`config.mk`:
```
export PLATFORM = sky130hd
export DESIGN_NAME = inst_assembler_flat
export DESIGN_NICKNAME = d
export VERILOG_FILES = /design/src/rtl/asm_pkg.sv /design/src/rtl/inst_assembler_if.sv /design/src/rtl/mnem_lookup.sv /design/src/rtl/inst_assembler.sv /design/src/flat_wrapper.sv
export SDC_FILE = /design/constraint.sdc
export NUM_CORES = 1
export LEC_CHECK = 0
export ABC_AREA = 1
export CAP_MARGIN = 20
export CORE_MARGIN = 2
export CORE_UTILIZATION = 35
export CTS_CLUSTER_DIAMETER = 120
export CTS_CLUSTER_SIZE = 10
export DETAILED_ROUTE_END_ITERATION = 7
export GPL_TIMING_DRIVEN = 0
export PLACE_DENSITY_LB_ADDON = 0.05
export SLEW_MARGIN = 20
export SYNTH_ARGS = -nofsm -noshare
export SYNTH_HDL_FRONTEND = slang
export SYNTH_SLANG_ARGS = --single-unit
```
`constraint.sdc`:
```
create_clock -name clk -period 3.25 [get_ports clk]
set_input_delay 0.65 -clock clk [delete_from_list [all_inputs] [get_ports clk]]
set_output_delay 0.65 -clock clk [all_outputs]
set_load 0.01 [all_outputs]
```
`src/rtl/asm_pkg.sv`:
```
// Shared types, RV32I opcode/funct3 constants and encoding helpers for the serial text assembler.
package asm_pkg;

  localparam logic [7:0] TERM_CHAR_DEF      = 8'h0A;
  localparam int         MAX_IMM_DIGITS_DEF = 8;

  localparam logic [6:0] OPC_OP     = 7'h33;
  localparam logic [6:0] OPC_OP_IMM = 7'h13;
  localparam logic [6:0] OPC_LOAD   = 7'h03;
  localparam logic [6:0] OPC_STORE  = 7'h23;
  localparam logic [6:0] OPC_BRANCH = 7'h63;
  localparam logic [6:0] OPC_JAL    = 7'h6F;
  localparam logic [6:0] OPC_JALR   = 7'h67;
  localparam logic [6:0] OPC_LUI    = 7'h37;

  localparam logic [2:0] F3_ADD  = 3'd0;
  localparam logic [2:0] F3_SLL  = 3'd1;
  localparam logic [2:0] F3_SLT  = 3'd2;
  localparam logic [2:0] F3_SLTU = 3'd3;
  localparam logic [2:0] F3_XOR  = 3'd4;
  localparam logic [2:0] F3_SRL  = 3'd5;
  localparam logic [2:0] F3_OR   = 3'd6;
  localparam logic [2:0] F3_AND  = 3'd7;
  localparam logic [2:0] F3_LW   = 3'd2;
  localparam logic [2:0] F3_SW   = 3'd2;
  localparam logic [2:0] F3_BEQ  = 3'd0;
  localparam logic [2:0] F3_BNE  = 3'd1;
  localparam logic [2:0] F3_BLT  = 3'd4;
  localparam logic [2:0] F3_BGE  = 3'd5;
  localparam logic [2:0] F3_BLTU = 3'd6;
  localparam logic [2:0] F3_BGEU = 3'd7;
  localparam logic [2:0] F3_JALR = 3'd0;

  typedef enum logic [2:0] {CLS_R, CLS_I, CLS_SH, CLS_S, CLS_B, CLS_J, CLS_U, CLS_NOP} op_class_e;
  typedef enum logic [2:0] {
    CAUSE_NONE = 3'd0, CAUSE_MNEM = 3'd1, CAUSE_SYNTAX = 3'd2, CAUSE_COUNT = 3'd3, CAUSE_RANGE = 3'd4
  } err_cause_e;
  typedef enum logic [1:0] {S_MNEM, S_OPND, S_SKIP, S_EMIT} state_e;
  typedef enum logic [1:0] {F_EMPTY, F_REG, F_IMM, F_IMMH} field_e;

  // {valid, value} for an ASCII hex digit of either case.
  function automatic logic [4:0] hex_dec(input logic [7:0] c);
    if (c >= "0" && c <= "9") return {1'b1, c[3:0]};
    else if ((c >= "a" && c <= "f") || (c >= "A" && c <= "F")) return {1'b1, c[3:0] + 4'd9};
    else return 5'd0;
  endfunction

  function automatic logic [1:0] num_ops(input op_class_e cls);
    case (cls)
      CLS_J, CLS_U: return 2'd2;
      CLS_NOP:      return 2'd0;
      default:      return 2'd3;
    endcase
  endfunction

  // r0/r1/r2 are the register operands in the order they were typed.
  function automatic logic [31:0] encode(input op_class_e cls, input logic [6:0] opc,
                                         input logic [2:0] f3, input logic f7b5,
                                         input logic [4:0] r0, input logic [4:0] r1,
                                         input logic [4:0] r2, input logic [31:0] imm);
    logic [31:0] w;
    case (cls)
      CLS_R:   w = {1'b0, f7b5, 5'b0, r2, r1, f3, r0, opc};
      CLS_I:   w = {imm[11:0], r1, f3, r0, opc};
      CLS_SH:  w = {7'b0, imm[4:0], r1, f3, r0, opc};
      CLS_S:   w = {imm[11:5], r1, r0, f3, imm[4:0], opc};
      CLS_B:   w = {imm[12], imm[10:5], r1, r0, f3, imm[4:1], imm[11], opc};
      CLS_J:   w = {imm[20], imm[10:1], imm[11], imm[19:12], r0, opc};
      CLS_U:   w = {imm[19:0], r0, opc};
      default: w = {25'b0, opc};
    endcase
    return w;
  endfunction

  function automatic logic field_fits(input op_class_e cls, input logic [31:0] imm);
    case (cls)
      CLS_I, CLS_S: return imm[31:12] == '0;
      CLS_SH:       return imm[31:5] == '0;
      CLS_B:        return (imm[31:13] == '0) && !imm[0];
      CLS_J:        return (imm[31:21] == '0) && !imm[0];
      CLS_U:        return imm[31:20] == '0;
      default:      return 1'b1;
    endcase
  endfunction

endpackage

```
`src/rtl/inst_assembler_if.sv`:
```
// Character-in / code-word-out bus of the text assembler, plus the error report.
interface inst_assembler_if;
  // Both channels are valid/ready: a beat transfers on a rising clock edge where
  // valid && ready; the sender holds valid and data stable until that edge.
  logic        ch_valid;
  logic [7:0]  ch_data;
  logic        ch_ready;
  logic        code_valid;
  logic [31:0] code;
  logic        code_ready;
  logic        err;
  logic [2:0]  err_cause;

  modport master (output ch_valid, ch_data, code_ready,
                  input  ch_ready, code_valid, code, err, err_cause);
  modport slave  (input  ch_valid, ch_data, code_ready,
                  output ch_ready, code_valid, code, err, err_cause);
endinterface

```
`src/rtl/mnem_lookup.sv`:
```
// Combinational mnemonic decoder: right-aligned 5-character ASCII name to class/opcode/funct fields.
module mnem_lookup
  import asm_pkg::*;
(
  input  logic [39:0] mnem_i,
  output logic        hit_o,
  output op_class_e   cls_o,
  output logic [6:0]  opcode_o,
  output logic [2:0]  funct3_o,
  output logic        funct7b5_o
);

  always_comb begin
    hit_o      = 1'b1;
    cls_o      = CLS_R;
    opcode_o   = OPC_OP;
    funct3_o   = F3_ADD;
    funct7b5_o = 1'b0;
    case (mnem_i)
      40'h0000616464: funct3_o = F3_ADD;                       // add
      40'h0000737562: funct7b5_o = 1'b1;                       // sub
      40'h0000616e64: funct3_o = F3_AND;
      40'h0000006f72: funct3_o = F3_OR;
      40'h0000736c74: funct3_o = F3_SLT;
      40'h00736c7475: funct3_o = F3_SLTU;
      40'h000073726c: funct3_o = F3_SRL;
      40'h0000786f72: funct3_o = F3_XOR;
      40'h0000736c6c: funct3_o = F3_SLL;
      40'h0000006c77: begin cls_o = CLS_I; opcode_o = OPC_LOAD;   funct3_o = F3_LW;   end
      40'h0000007377: begin cls_o = CLS_S; opcode_o = OPC_STORE;  funct3_o = F3_SW;   end
      40'h0000626571: begin cls_o = CLS_B; opcode_o = OPC_BRANCH; funct3_o = F3_BEQ;  end
      40'h0000626e65: begin cls_o = CLS_B; opcode_o = OPC_BRANCH; funct3_o = F3_BNE;  end
      40'h0000626c74: begin cls_o = CLS_B; opcode_o = OPC_BRANCH; funct3_o = F3_BLT;  end
      40'h0000626765: begin cls_o = CLS_B; opcode_o = OPC_BRANCH; funct3_o = F3_BGE;  end
      40'h00626c7475: begin cls_o = CLS_B; opcode_o = OPC_BRANCH; funct3_o = F3_BLTU; end
      40'h0062676575: begin cls_o = CLS_B; opcode_o = OPC_BRANCH; funct3_o = F3_BGEU; end
      40'h00006a616c: begin cls_o = CLS_J; opcode_o = OPC_JAL; end
      40'h006a616c72: begin cls_o = CLS_I; opcode_o = OPC_JALR; funct3_o = F3_JALR; end
      40'h0061646469: begin cls_o = CLS_I;  opcode_o = OPC_OP_IMM; funct3_o = F3_ADD;  end
      40'h00616e6469: begin cls_o = CLS_I;  opcode_o = OPC_OP_IMM; funct3_o = F3_AND;  end
      40'h00006f7269: begin cls_o = CLS_I;  opcode_o = OPC_OP_IMM; funct3_o = F3_OR;   end
      40'h00736c7469: begin cls_o = CLS_I;  opcode_o = OPC_OP_IMM; funct3_o = F3_SLT;  end
      40'h736c746975: begin cls_o = CLS_I;  opcode_o = OPC_OP_IMM; funct3_o = F3_SLTU; end
      40'h0073726c69: begin cls_o = CLS_SH; opcode_o = OPC_OP_IMM; funct3_o = F3_SRL;  end
      40'h00736c6c69: begin cls_o = CLS_SH; opcode_o = OPC_OP_IMM; funct3_o = F3_SLL;  end
      40'h00786f7269: begin cls_o = CLS_I;  opcode_o = OPC_OP_IMM; funct3_o = F3_XOR;  end
      40'h00006c7569: begin cls_o = CLS_U;  opcode_o = OPC_LUI; end
      40'h00006e6f70: begin cls_o = CLS_NOP; opcode_o = OPC_OP_IMM; end
      default:        hit_o = 1'b0;
    endcase
  end

endmodule

```
`src/rtl/inst_assembler.sv`:
```
// Serial RV32I text assembler: one ASCII character in per beat, one machine word out per line.
// Build option IMM_RANGE_CHECK_EN rejects immediates that do not fit their field (cause 4).
module inst_assembler
  import asm_pkg::*;
#(
  parameter logic [7:0] TERM_CHAR      = TERM_CHAR_DEF,
  parameter int         MAX_IMM_DIGITS = MAX_IMM_DIGITS_DEF
) (
  input  logic            clk,
  input  logic            rst_n,
  inst_assembler_if.slave bus,
  output state_e          state_o
);

  state_e          state_q, state_d;
  logic [39:0]     mnem_q, mnem_d;
  logic [2:0]      mcnt_q, mcnt_d;
  op_class_e       cls_q, cls_d;
  logic [6:0]      opc_q, opc_d;
  logic [2:0]      f3_q, f3_d;
  logic            f7_q, f7_d;
  logic [1:0]      opn_q, opn_d;
  field_e          fkind_q, fkind_d;
  logic [3:0]      dcnt_q, dcnt_d;
  logic [2:0][4:0] regs_q, regs_d;
  logic [31:0]     acc_q, acc_d;
  err_cause_e      pend_q, pend_d;
  logic [31:0]     code_q, code_d;
  logic            err_q, err_d;
  err_cause_e      errc_q, errc_d;

  logic            lk_hit, lk_f7;
  op_class_e       lk_cls;
  logic [6:0]      lk_opc;
  logic [2:0]      lk_f3;

  logic            ch_ready, fire, is_term, want_imm, fail_v;
  logic [7:0]      ch;
  logic [4:0]      hx;
  logic [8:0]      reg_new;
  logic [1:0]      n_ops, given;
  err_cause_e      fail_c;

  mnem_lookup u_lookup (
    .mnem_i    (mnem_q),
    .hit_o     (lk_hit),
    .cls_o     (lk_cls),
    .opcode_o  (lk_opc),
    .funct3_o  (lk_f3),
    .funct7b5_o(lk_f7)
  );

  assign ch       = bus.ch_data;
  assign ch_ready = (state_q != S_EMIT);
  assign fire     = bus.ch_valid && ch_ready;
  assign is_term  = (ch == TERM_CHAR) || (ch == ";");
  assign hx       = hex_dec(ch);
  assign reg_new  = {regs_q[opn_q], hx[3:0]};
  assign n_ops    = num_ops(cls_q);
  assign given    = opn_q + 2'(fkind_q != F_EMPTY);
  // Only the last operand of a non-R instruction is an immediate.
  assign want_imm = (cls_q != CLS_R) && (opn_q == n_ops - 2'd1);

  always_comb begin
    state_d = state_q;  mnem_d = mnem_q;   mcnt_d = mcnt_q;
    cls_d   = cls_q;    opc_d  = opc_q;    f3_d   = f3_q;     f7_d = f7_q;
    opn_d   = opn_q;    fkind_d = fkind_q; dcnt_d = dcnt_q;
    regs_d  = regs_q;   acc_d  = acc_q;    pend_d = pend_q;   code_d = code_q;
    err_d   = 1'b0;     errc_d = errc_q;
    fail_v  = 1'b0;     fail_c = CAUSE_SYNTAX;
    case (state_q)
      S_MNEM: if (fire) begin
        if (ch >= "a" && ch <= "z") begin
          if (mcnt_q == 3'd5) begin fail_v = 1'b1; fail_c = CAUSE_MNEM; end
          else begin mnem_d = {mnem_q[31:0], ch}; mcnt_d = mcnt_q + 3'd1; end
        end else if (ch == " " || is_term) begin
          if (mcnt_q != 3'd0) begin
            if (!lk_hit) begin fail_v = 1'b1; fail_c = CAUSE_MNEM; end
            else if (!is_term) begin
              cls_d = lk_cls; opc_d = lk_opc; f3_d = lk_f3; f7_d = lk_f7;
              state_d = S_OPND;
            end else if (num_ops(lk_cls) != 2'd0) begin fail_v = 1'b1; fail_c = CAUSE_COUNT; end
            else begin
              code_d  = encode(lk_cls, lk_opc, lk_f3, lk_f7, 5'd0, 5'd0, 5'd0, 32'd0);
              state_d = S_EMIT;
            end
          end
        end else fail_v = 1'b1;
      end
      S_OPND: if (fire && ch != " ") begin
        if (is_term) begin
          if (given != n_ops) begin fail_v = 1'b1; fail_c = CAUSE_COUNT; end
          else if (fkind_q == F_REG && dcnt_q == 4'd0) fail_v = 1'b1;
`ifdef IMM_RANGE_CHECK_EN
          else if (!field_fits(cls_q, acc_q)) begin fail_v = 1'b1; fail_c = CAUSE_RANGE; end
`endif
          else begin
            code_d  = encode(cls_q, opc_q, f3_q, f7_q, regs_q[0], regs_q[1], regs_q[2], acc_q);
            state_d = S_EMIT;
          end
        end else if (ch == ",") begin
          if (fkind_q == F_EMPTY || (fkind_q == F_REG && dcnt_q == 4'd0)) fail_v = 1'b1;
          else if (opn_q + 2'd1 >= n_ops) begin fail_v = 1'b1; fail_c = CAUSE_COUNT; end
          else begin opn_d = opn_q + 2'd1; fkind_d = F_EMPTY; dcnt_d = 4'd0; end
        end else if (fkind_q == F_EMPTY) begin
          if (opn_q >= n_ops) begin fail_v = 1'b1; fail_c = CAUSE_COUNT; end
          else if (ch == "x" && !want_imm) fkind_d = F_REG;
          else if (hx[4] && want_imm) begin
            fkind_d = F_IMM; acc_d = {28'd0, hx[3:0]}; dcnt_d = 4'd1;
          end else fail_v = 1'b1;
        end else if (fkind_q == F_REG) begin
          if (hx[4] && dcnt_q < 4'd2 && reg_new <= 9'd31) begin
            regs_d[opn_q] = reg_new[4:0]; dcnt_d = dcnt_q + 4'd1;
          end else fail_v = 1'b1;
        end else if (fkind_q == F_IMM) begin
          if (hx[4] && 32'(dcnt_q) < MAX_IMM_DIGITS) begin
            acc_d = {acc_q[27:0], hx[3:0]}; dcnt_d = dcnt_q + 4'd1;
          end else if (ch == "H" || ch == "h") fkind_d = F_IMMH;
          else fail_v = 1'b1;
        end else fail_v = 1'b1;
      end
      S_SKIP: if (fire && is_term) begin
        err_d = 1'b1; errc_d = pend_q; state_d = S_MNEM;
      end
      S_EMIT: if (bus.code_ready) state_d = S_MNEM;
      default: state_d = S_MNEM;
    endcase
    // An error found on the terminator itself is reported at once instead of via S_SKIP.
    if (fail_v) begin
      if (is_term) begin err_d = 1'b1; errc_d = fail_c; state_d = S_MNEM; end
      else begin pend_d = fail_c; state_d = S_SKIP; end
    end
    if (fire && is_term) begin
      mnem_d = '0; mcnt_d = '0; opn_d = '0; fkind_d = F_EMPTY;
      dcnt_d = '0; regs_d = '0; acc_d = '0;
    end
  end

  always_ff @(posedge clk or negedge rst_n) begin
    if (!rst_n) begin
      state_q <= S_MNEM;  mnem_q <= '0;   mcnt_q <= '0;
      cls_q   <= CLS_R;   opc_q  <= '0;   f3_q   <= '0;   f7_q <= 1'b0;
      opn_q   <= '0;      fkind_q <= F_EMPTY; dcnt_q <= '0;
      regs_q  <= '0;      acc_q  <= '0;   pend_q <= CAUSE_NONE;
      code_q  <= '0;      err_q  <= 1'b0; errc_q <= CAUSE_NONE;
    end else begin
      state_q <= state_d; mnem_q <= mnem_d; mcnt_q <= mcnt_d;
      cls_q   <= cls_d;   opc_q  <= opc_d;  f3_q   <= f3_d;   f7_q <= f7_d;
      opn_q   <= opn_d;   fkind_q <= fkind_d; dcnt_q <= dcnt_d;
      regs_q  <= regs_d;  acc_q  <= acc_d;  pend_q <= pend_d;
      code_q  <= code_d;  err_q  <= err_d;  errc_q <= errc_d;
    end
  end

  assign bus.ch_ready   = ch_ready;
  assign bus.code_valid = (state_q == S_EMIT);
  assign bus.code       = code_q;
  assign bus.err        = err_q;
  assign bus.err_cause  = errc_q;
  assign state_o        = state_q;

endmodule

```
`src/flat_wrapper.sv`:
```
// flat-port wrapper written by rule: the top's interface ports become plain ports
module inst_assembler_flat import asm_pkg::*;
#(
  parameter logic [7:0] TERM_CHAR      = TERM_CHAR_DEF,
  parameter int         MAX_IMM_DIGITS = MAX_IMM_DIGITS_DEF
)
  (clk, rst_n, state_o, bus_ch_valid, bus_ch_data, bus_code_ready, bus_ch_ready, bus_code_valid, bus_code, bus_err, bus_err_cause);
  inst_assembler_if bus_i ();
  input  logic clk;
  input  logic rst_n;
  output state_e state_o;
  input wire logic [$bits(bus_i.ch_valid)-1:0] bus_ch_valid;
  input wire logic [$bits(bus_i.ch_data)-1:0] bus_ch_data;
  input wire logic [$bits(bus_i.code_ready)-1:0] bus_code_ready;
  output wire logic [$bits(bus_i.ch_ready)-1:0] bus_ch_ready;
  output wire logic [$bits(bus_i.code_valid)-1:0] bus_code_valid;
  output wire logic [$bits(bus_i.code)-1:0] bus_code;
  output wire logic [$bits(bus_i.err)-1:0] bus_err;
  output wire logic [$bits(bus_i.err_cause)-1:0] bus_err_cause;
  assign bus_i.ch_valid = bus_ch_valid;
  assign bus_i.ch_data = bus_ch_data;
  assign bus_i.code_ready = bus_code_ready;
  assign bus_ch_ready = bus_i.ch_ready;
  assign bus_code_valid = bus_i.code_valid;
  assign bus_code = bus_i.code;
  assign bus_err = bus_i.err;
  assign bus_err_cause = bus_i.err_cause;
  inst_assembler #(.TERM_CHAR(TERM_CHAR), .MAX_IMM_DIGITS(MAX_IMM_DIGITS)) u_core (.clk(clk), .rst_n(rst_n), .bus(bus_i), .state_o(state_o));
endmodule
```
# Word-level counts from Yosys, hierarchy flattened
# Index checks and enable logic that the tools add are counted.
[classes]
addsub = 6
n_lt_le_gt_ge = 14
n_eq_ne = 102
muxes = 168
bitwise = 2
n_reduce_logical = 70
[op_table]
columns = ["cell", "count"]
rows = [
  ["$eq A40 B23 Y1 const B", 15],
  ["$eq A40 B31 Y1 const B", 10],
  ["$mux W32", 11],
  ["$mux W21", 12],
  ["$pmux W32 S7", 1],
  ["$mux W40", 5],
  ["$eq A40 B15 Y1 const B", 3],
  ["$mux W15", 8],
  ["$mux W2", 45],
  ["$pmux W32 S2", 1],
  ["$pmux W31 S2", 1],
  ["$mux W3", 20],
  ["$mux W4", 15],
  ["$pmux W7 S7", 1],
  ["$pmux W3 S7", 2],
  ["$eq A40 B39 Y1 const B", 1],
  ["$mux W1", 34],
  ["$reduce_or A29 Y1", 1],
  ["$eq A3 B3 Y1 const B", 9],
  ["$eq A8 B6 Y1 const B", 3],
  ["$eq A8 B7 Y1 const B", 3],
  ["$le A8 B7 Y1 const B", 3],
  ["$reduce_and A12 Y1", 2],
  ["$ne A2 B2 Y1 const B", 11],
  ["63 further kinds", 145],
]
[word_totals]
register_bits = 142
output_inout_bits = 40
word_cells = 380

# Logic depth before layout (Yosys ltp)
[depth]
word_depth = 24
mapped_depth = 22
ltp_nobuf = 22

# By module
# A second synthesis with hierarchy kept.
[unflattened]
hier_cells = 1274
area_unflattened_um2 = 9004.9
[by_module_without_submodules]
columns = ["module", "instances", "cells_per_inst", "area_per_inst_um2", "seq_area_each_um2"]
rows = [
  ["inst_assembler", 1, 912, 7359.6, 3528.4],
  ["mnem_lookup", 1, 362, 1645.3, 0.0],
]

# Least setup slack after synthesis
# No wires, ideal clock.
[synth_timing]
path_kind = "register to register"
from = "reg u_core.opn_q[0]"
to = "reg u_core.dcnt_q[2]"
arrival_ns = 2.455
required_time_ns = 3.130
setup_slack_ns = 0.675
path_stages_with_launch = 17
path_buffers = 1
period_less_slack_ns = 2.575
cell_sequence = "dfrtp_1 > clkbuf_1 > inv_1 > ha_1 > ha_1 > a21oi_1 > nand2_1 > nand2_1 > inv_1 > o31ai_1 > nand2_1 > inv_1 > nand2_1 > inv_1 > nand2_1 > o21ai_0 > nor2_1"
[synth_via]
elab_chain_cells = 6
word_cells_on_any_way = 18
[synth_rtl]
columns = ["item", "line", "rtl"]
rows = [
  ["start, declared", "inst_assembler.sv:22", "logic [1:0] opn_q, opn_d;"],
  ["start signal, assigned", "inst_assembler.sv:149", "opn_q <= opn_d; fkind_q <= fkind_d; dcnt_q <= dcnt_d;"],
  ["$bmux W5 S2 or $eq A2 B2 Y1 (tied branches)", "inst_assembler.sv:58, inst_assembler.sv:62", ""],
  ["$mux W5 (not written as such) or $logic_and A1 B1 Y1 (tied branches)", "inst_assembler.sv:58, inst_assembler.sv:62", ""],
  ["$le A9 B5 Y1 or $logic_not A1 Y1 (tied branches)", "inst_assembler.sv:112, inst_assembler.sv:107", ""],
  ["$logic_and A1 B1 Y1 (on tied branches)", "inst_assembler.sv:112, inst_assembler.sv:107", ""],
  ["$ne A5 B5 Y1 (no line) or $ne A4 B3 Y1 (tied branches)", "n/a", ""],
  ["$reduce_and A11 Y1 (no line) *", "n/a", ""],
  ["end signal, assigned", "inst_assembler.sv:149", ""],
  ["end, declared", "inst_assembler.sv:24", "logic [3:0] dcnt_q, dcnt_d;"],
]
# Every way passes the cells marked *; elsewhere a longest branch is shown, timed or not. The select of a mux whose other input is x is not followed.
# A chain may end at the register's enable or synchronous reset.

# Worst setup path in the final report
[layout_timing]
from = "in bus_ch_data[1]"
to = "reg u_core.mnem_q[6]"
[layout_via]
elab_chain_cells = 5
word_cells_on_any_way = 13
[layout_rtl]
columns = ["item", "line", "rtl"]
rows = [
  ["start, declared", "flat_wrapper.sv:13", "input wire logic [$bits(bus_i.ch_data)-1:0] bus_ch_data;"],
  ["parallel branches: the longest is 5 deep, another holds $ge A8 B7 Y1", "n/a", ""],
  ["end signal, assigned", "inst_assembler.sv:147", "state_q <= state_d; mnem_q <= mnem_d; mcnt_q <= mcnt_d;"],
  ["end, declared", "inst_assembler.sv:16", "logic [39:0] mnem_q, mnem_d;"],
]
# Parallel ways; which one is timed is not known.

==> results.sh <==
export IMPL_outcome="finished clean"
export IMPL_netlist_area_sq_mm=0.00892
export IMPL_synth_adder_area_share=0.0252
export IMPL_track_usage=0.228
export IMPL_setup_violations=0
export IMPL_final_layout_size_suffix_gt1_frac=0.0959
export IMPL_die_area_sq_mm=0.0268
export IMPL_num_rows=58
export IMPL_crit_path_max_fanout=10
export IMPL_synth_area_leaders="dfrtp_1 (39%), nand2_1 (13%), nor2_1 (8.2%)"
export IMPL_cts_tree="done"
export IMPL_crit_required_ns=3.55
export IMPL_synthMuxAreaShare=0.00379
export IMPL_synth_largest_area_cell="dfrtp_1"
export IMPL_core_area_sq_mm=0.0251
export IMPL_drtPass1Iterations=5
export IMPL_worstMarginPinSlew_ns=0.776
export IMPL_synth_xor_area_frac=0.00589
export IMPL_crit_arrival_ns=3.42
export IMPL_ys_types=48
export IMPL_clkTransAtPathRegs_ns=0.07
export IMPL_clockRootBuffer="clkbuf_16"
export IMPL_peakVddDrop_mv=0.448
export IMPL_io_buffers=51
export IMPL_pin_count=52
export IMPL_setup_worst_path_class="in2reg"
export IMPL_highest_layer="met4"
export IMPL_fillers=2732
export IMPL_period_needed_ns=3.13
export IMPL_maxCapViolations=0
export IMPL_total_power_mw=7.91
export IMPL_final_hold_violation_count=0
export IMPL_path_cells="clkdlybuf4s50_1 -> inv_2 -> ha_1 -> inv_1 -> nand3_1 -> nor2_1 -> nor3_1 -> a211oi_2 -> nand2_1 -> nand3_2 -> inv_1 -> nand2_1 -> buf_4 -> buf_2 -> o21ai_0"
export IMPL_p_leak_nw=5.00
export IMPL_final_seq_area_sq_mm=0.00348
export IMPL_crit_path_max_incr_delay_ns=0.56
export IMPL_setup_total_negative_slack_ns=0
export IMPL_fin_nets=1373
export IMPL_place_gp_congestion=0.946
export IMPL_synth_seq_cells=139
export IMPL_met1Wirelength_um=14500
export IMPL_drt_iter0_markers=746
export IMPL_grt_pass1_wl_um=46800
export IMPL_min_delay_path_class="in2async"
export IMPL_rsz0062_at_grt="yes"
export IMPL_die_height_um=164
export IMPL_multi_input_area_sq_mm=0.00460
export IMPL_cp_top_family="buffers and inverters"
export IMPL_routed_wl_um=29400
export IMPL_synth_simple_area_share=0.325
export IMPL_placed_cells=1653
export IMPL_htreeDepth=4
export IMPL_routedWlPerCell_um=17.4
export IMPL_synthToLayoutAreaGrowth_pct=17.3
export IMPL_instances_no_fill=1686
export IMPL_fin_skew_ns=0.0141
export IMPL_ys_warn_count=0
export IMPL_num_vias=8667
export IMPL_grt_ovfl_total=0
export IMPL_slew_headroom=0.481
export IMPL_synth_compound_area_frac=0.155
export IMPL_cts_hold_fix_buffers=0
export IMPL_max_freq_mhz=320
export IMPL_drc=0
export IMPL_ys_seq_area_frac=0.390
export IMPL_ant_nets=0
export IMPL_syn_inst=1271
export IMPL_endpoint_kind="flip-flop"
export IMPL_period_share=0.962
export IMPL_avgSynthCellArea_sq_um=7.02
export IMPL_synthesis_nets=1301
export IMPL_synth_top_family_by_area="simple AND/OR/NAND/NOR gates"
export IMPL_crit_buf_inv=6
export IMPL_wl_met3_um=1280
export IMPL_cts_sinks=139
export IMPL_initial_core_util=0.355
export IMPL_cts_buffers=17
export IMPL_grt_pass1_vias=8297
export IMPL_grt_max_degree=85
export IMPL_cellPowerDensity_mw_per_mm2=756
export IMPL_die_x_um=164
export IMPL_drv_slew=0
export IMPL_wl_met2_um=12900
export IMPL_crit_slowest_cell="clkdlybuf4s50_1"
export IMPL_dp_hpwl_um=23000
export IMPL_antennaDiodeCount=0
export IMPL_clock_path_buffers=2
export IMPL_antenna_found_initial=0
export IMPL_synth_top_area_frac=0.390
export IMPL_clk_latency_ns=0.43
export IMPL_cp_start_kind="primary input"
export IMPL_drt_vias_per_instance=5.14
==> cell families (layout without fill, tap and decap cells) <==
| kind of cell | count (synthesis) | after routing |
|---|---|---|
| buffers and inverters | 202 | 287 |
| flip-flops | 139 | 139 |
| AO/OA/AOI/OAI | 231 | 231 |
| XOR/XNOR | 6 | 6 |
| AND/OR/NAND/NOR | 672 | 672 |
| adder cells (fa/ha/maj) | 18 | 18 |
| multiplexers | 3 | 3 |
==> cell usage after synthesis, drive strengths merged <==
| cell | number |
|---|---|
| nand2 | 321 |
| nor2 | 214 |
| inv | 165 |
| dfrtp | 139 |
| nand3 | 99 |
| o21ai | 97 |
| o22ai | 67 |
| a21oi | 26 |
| buf | 21 |
| nand4 | 19 |
| ha | 18 |
| clkbuf | 16 |
| o31ai | 11 |
| nor3 | 9 |
| a221oi | 6 |
| a211oi | 5 |
| o211ai | 5 |
| a31oi | 4 |
| o221ai | 4 |
| mux2 | 3 |
| or4 | 3 |
| xnor2 | 3 |
| xor2 | 3 |
| nand3b | 2 |
| nor4 | 2 |
| o21a | 2 |
| a22oi | 1 |
| a32o | 1 |
| and2 | 1 |
| and3 | 1 |
| o2111ai | 1 |
| o41ai | 1 |
| or2 | 1 |
==> sequential cells by signal, indices dropped and copies added, names as in the netlist, 3 cells and up <==
| register | cells |
|---|---|
| u_core.mnem_q | 40 |
| u_core.mcnt_q | 3 |
| u_core.opc_q | 6 |
| u_core.dcnt_q | 4 |
| u_core.bus.err_cause | 3 |
| u_core.acc_q | 21 |
| u_core.f3_q | 3 |
| u_core.cls_q | 3 |
| u_core.regs_q | 15 |
| u_core.bus.code | 31 |
==> routing by layer <==
layer | up-vias | track usage
met5 | - | 0
met4 | 0 | 0.0678
met3 | 43 | 0.0287
met2 | 215 | 0.351
met1 | 4071 | 0.332
li1 | 4338 | -
==> stage by stage <==
stage / worst slack [ns] / utilization / hold WS, ns / cell area (sq um)
2_1_floorplan: 0.675 / - / 0.354 / 8920
5_1_grt: -0.0598 / 0.417 / 0.261 / 10500
4_1_cts: 0.107 / 0.416 / 0.241 / 10400
3_3_place_gp: -4.50 / 0.392 / 0.437 / 9840
6_report: 0.123 / 0.417 / 0.199 / 10500
3_5_place_dp: -0.520 / 0.393 / 0.443 / 9880
==> layout by cell type (no fill, tap or decap), types with 8 or more instances in the layout <==
cell type / count
clkbuf_16: 17
clkdlybuf4s50_1: 50
buf_6: 8
nand3_1: 96
a21oi_1: 26
nand2_1: 304
o21ai_0: 79
nor2_2: 13
o31ai_1: 9
nand4_1: 18
buf_2: 9
nor2_1: 195
nor3_1: 9
inv_2: 20
o21ai_1: 17
dfrtp_1: 139
ha_1: 18
nand2_2: 17
clkbuf_1: 10
o22ai_1: 67
inv_1: 145
==> where the power goes <==
group,internal [mW],switching [mW],total [mW]
Sequential,2.32,0.444,2.77
Clock,1.03,0.925,1.96
Combinational,1.15,2.04,3.19
Total,4.50,3.41,7.91
==> timing repair <==
| item | in CTS | in global routing |
|---|---|---|
| gates resized for setup | 1 | 9 |
| hold endpoints to repair | 0 | 0 |
| buffers inserted | 0 | 1 |
| setup endpoints to repair | 19 | 43 |
| pin swaps | 0 | 1 |
==> area by class of cell <==
cell class,instances,share of cell area
Buffer,37,0.0221
Clock inverter,14,0.0120
Timing Repair Buffer,53,0.0526
Multi-Input combinational cell,930,0.440
Inverter,165,0.0592
Tap cell,330,0.0395
Sequential cell,139,0.332
Clock buffer,18,0.0420
==> path summary, 6_finish.rpt <==
path                                        from             endpoint  slack [ns]  cells after the start
worst max-delay path              bus_ch_data[1]     u_core.mnem_q[6]        0.12                     15
worst min-delay path                       rst_n   u_core.bus.code[2]        0.20                      1
worst max register to register  u_core.mnem_q[9]  u_core.bus.code[20]        0.25                     14
worst min register to register   u_core.opc_q[1]      u_core.opc_q[1]        0.46                      2
max in group asynchronous                  rst_n    u_core.state_o[1]        2.32                      2
min in group clk                 u_core.opc_q[1]      u_core.opc_q[1]        0.46                      2
Power figures use the tool's default switching activity.
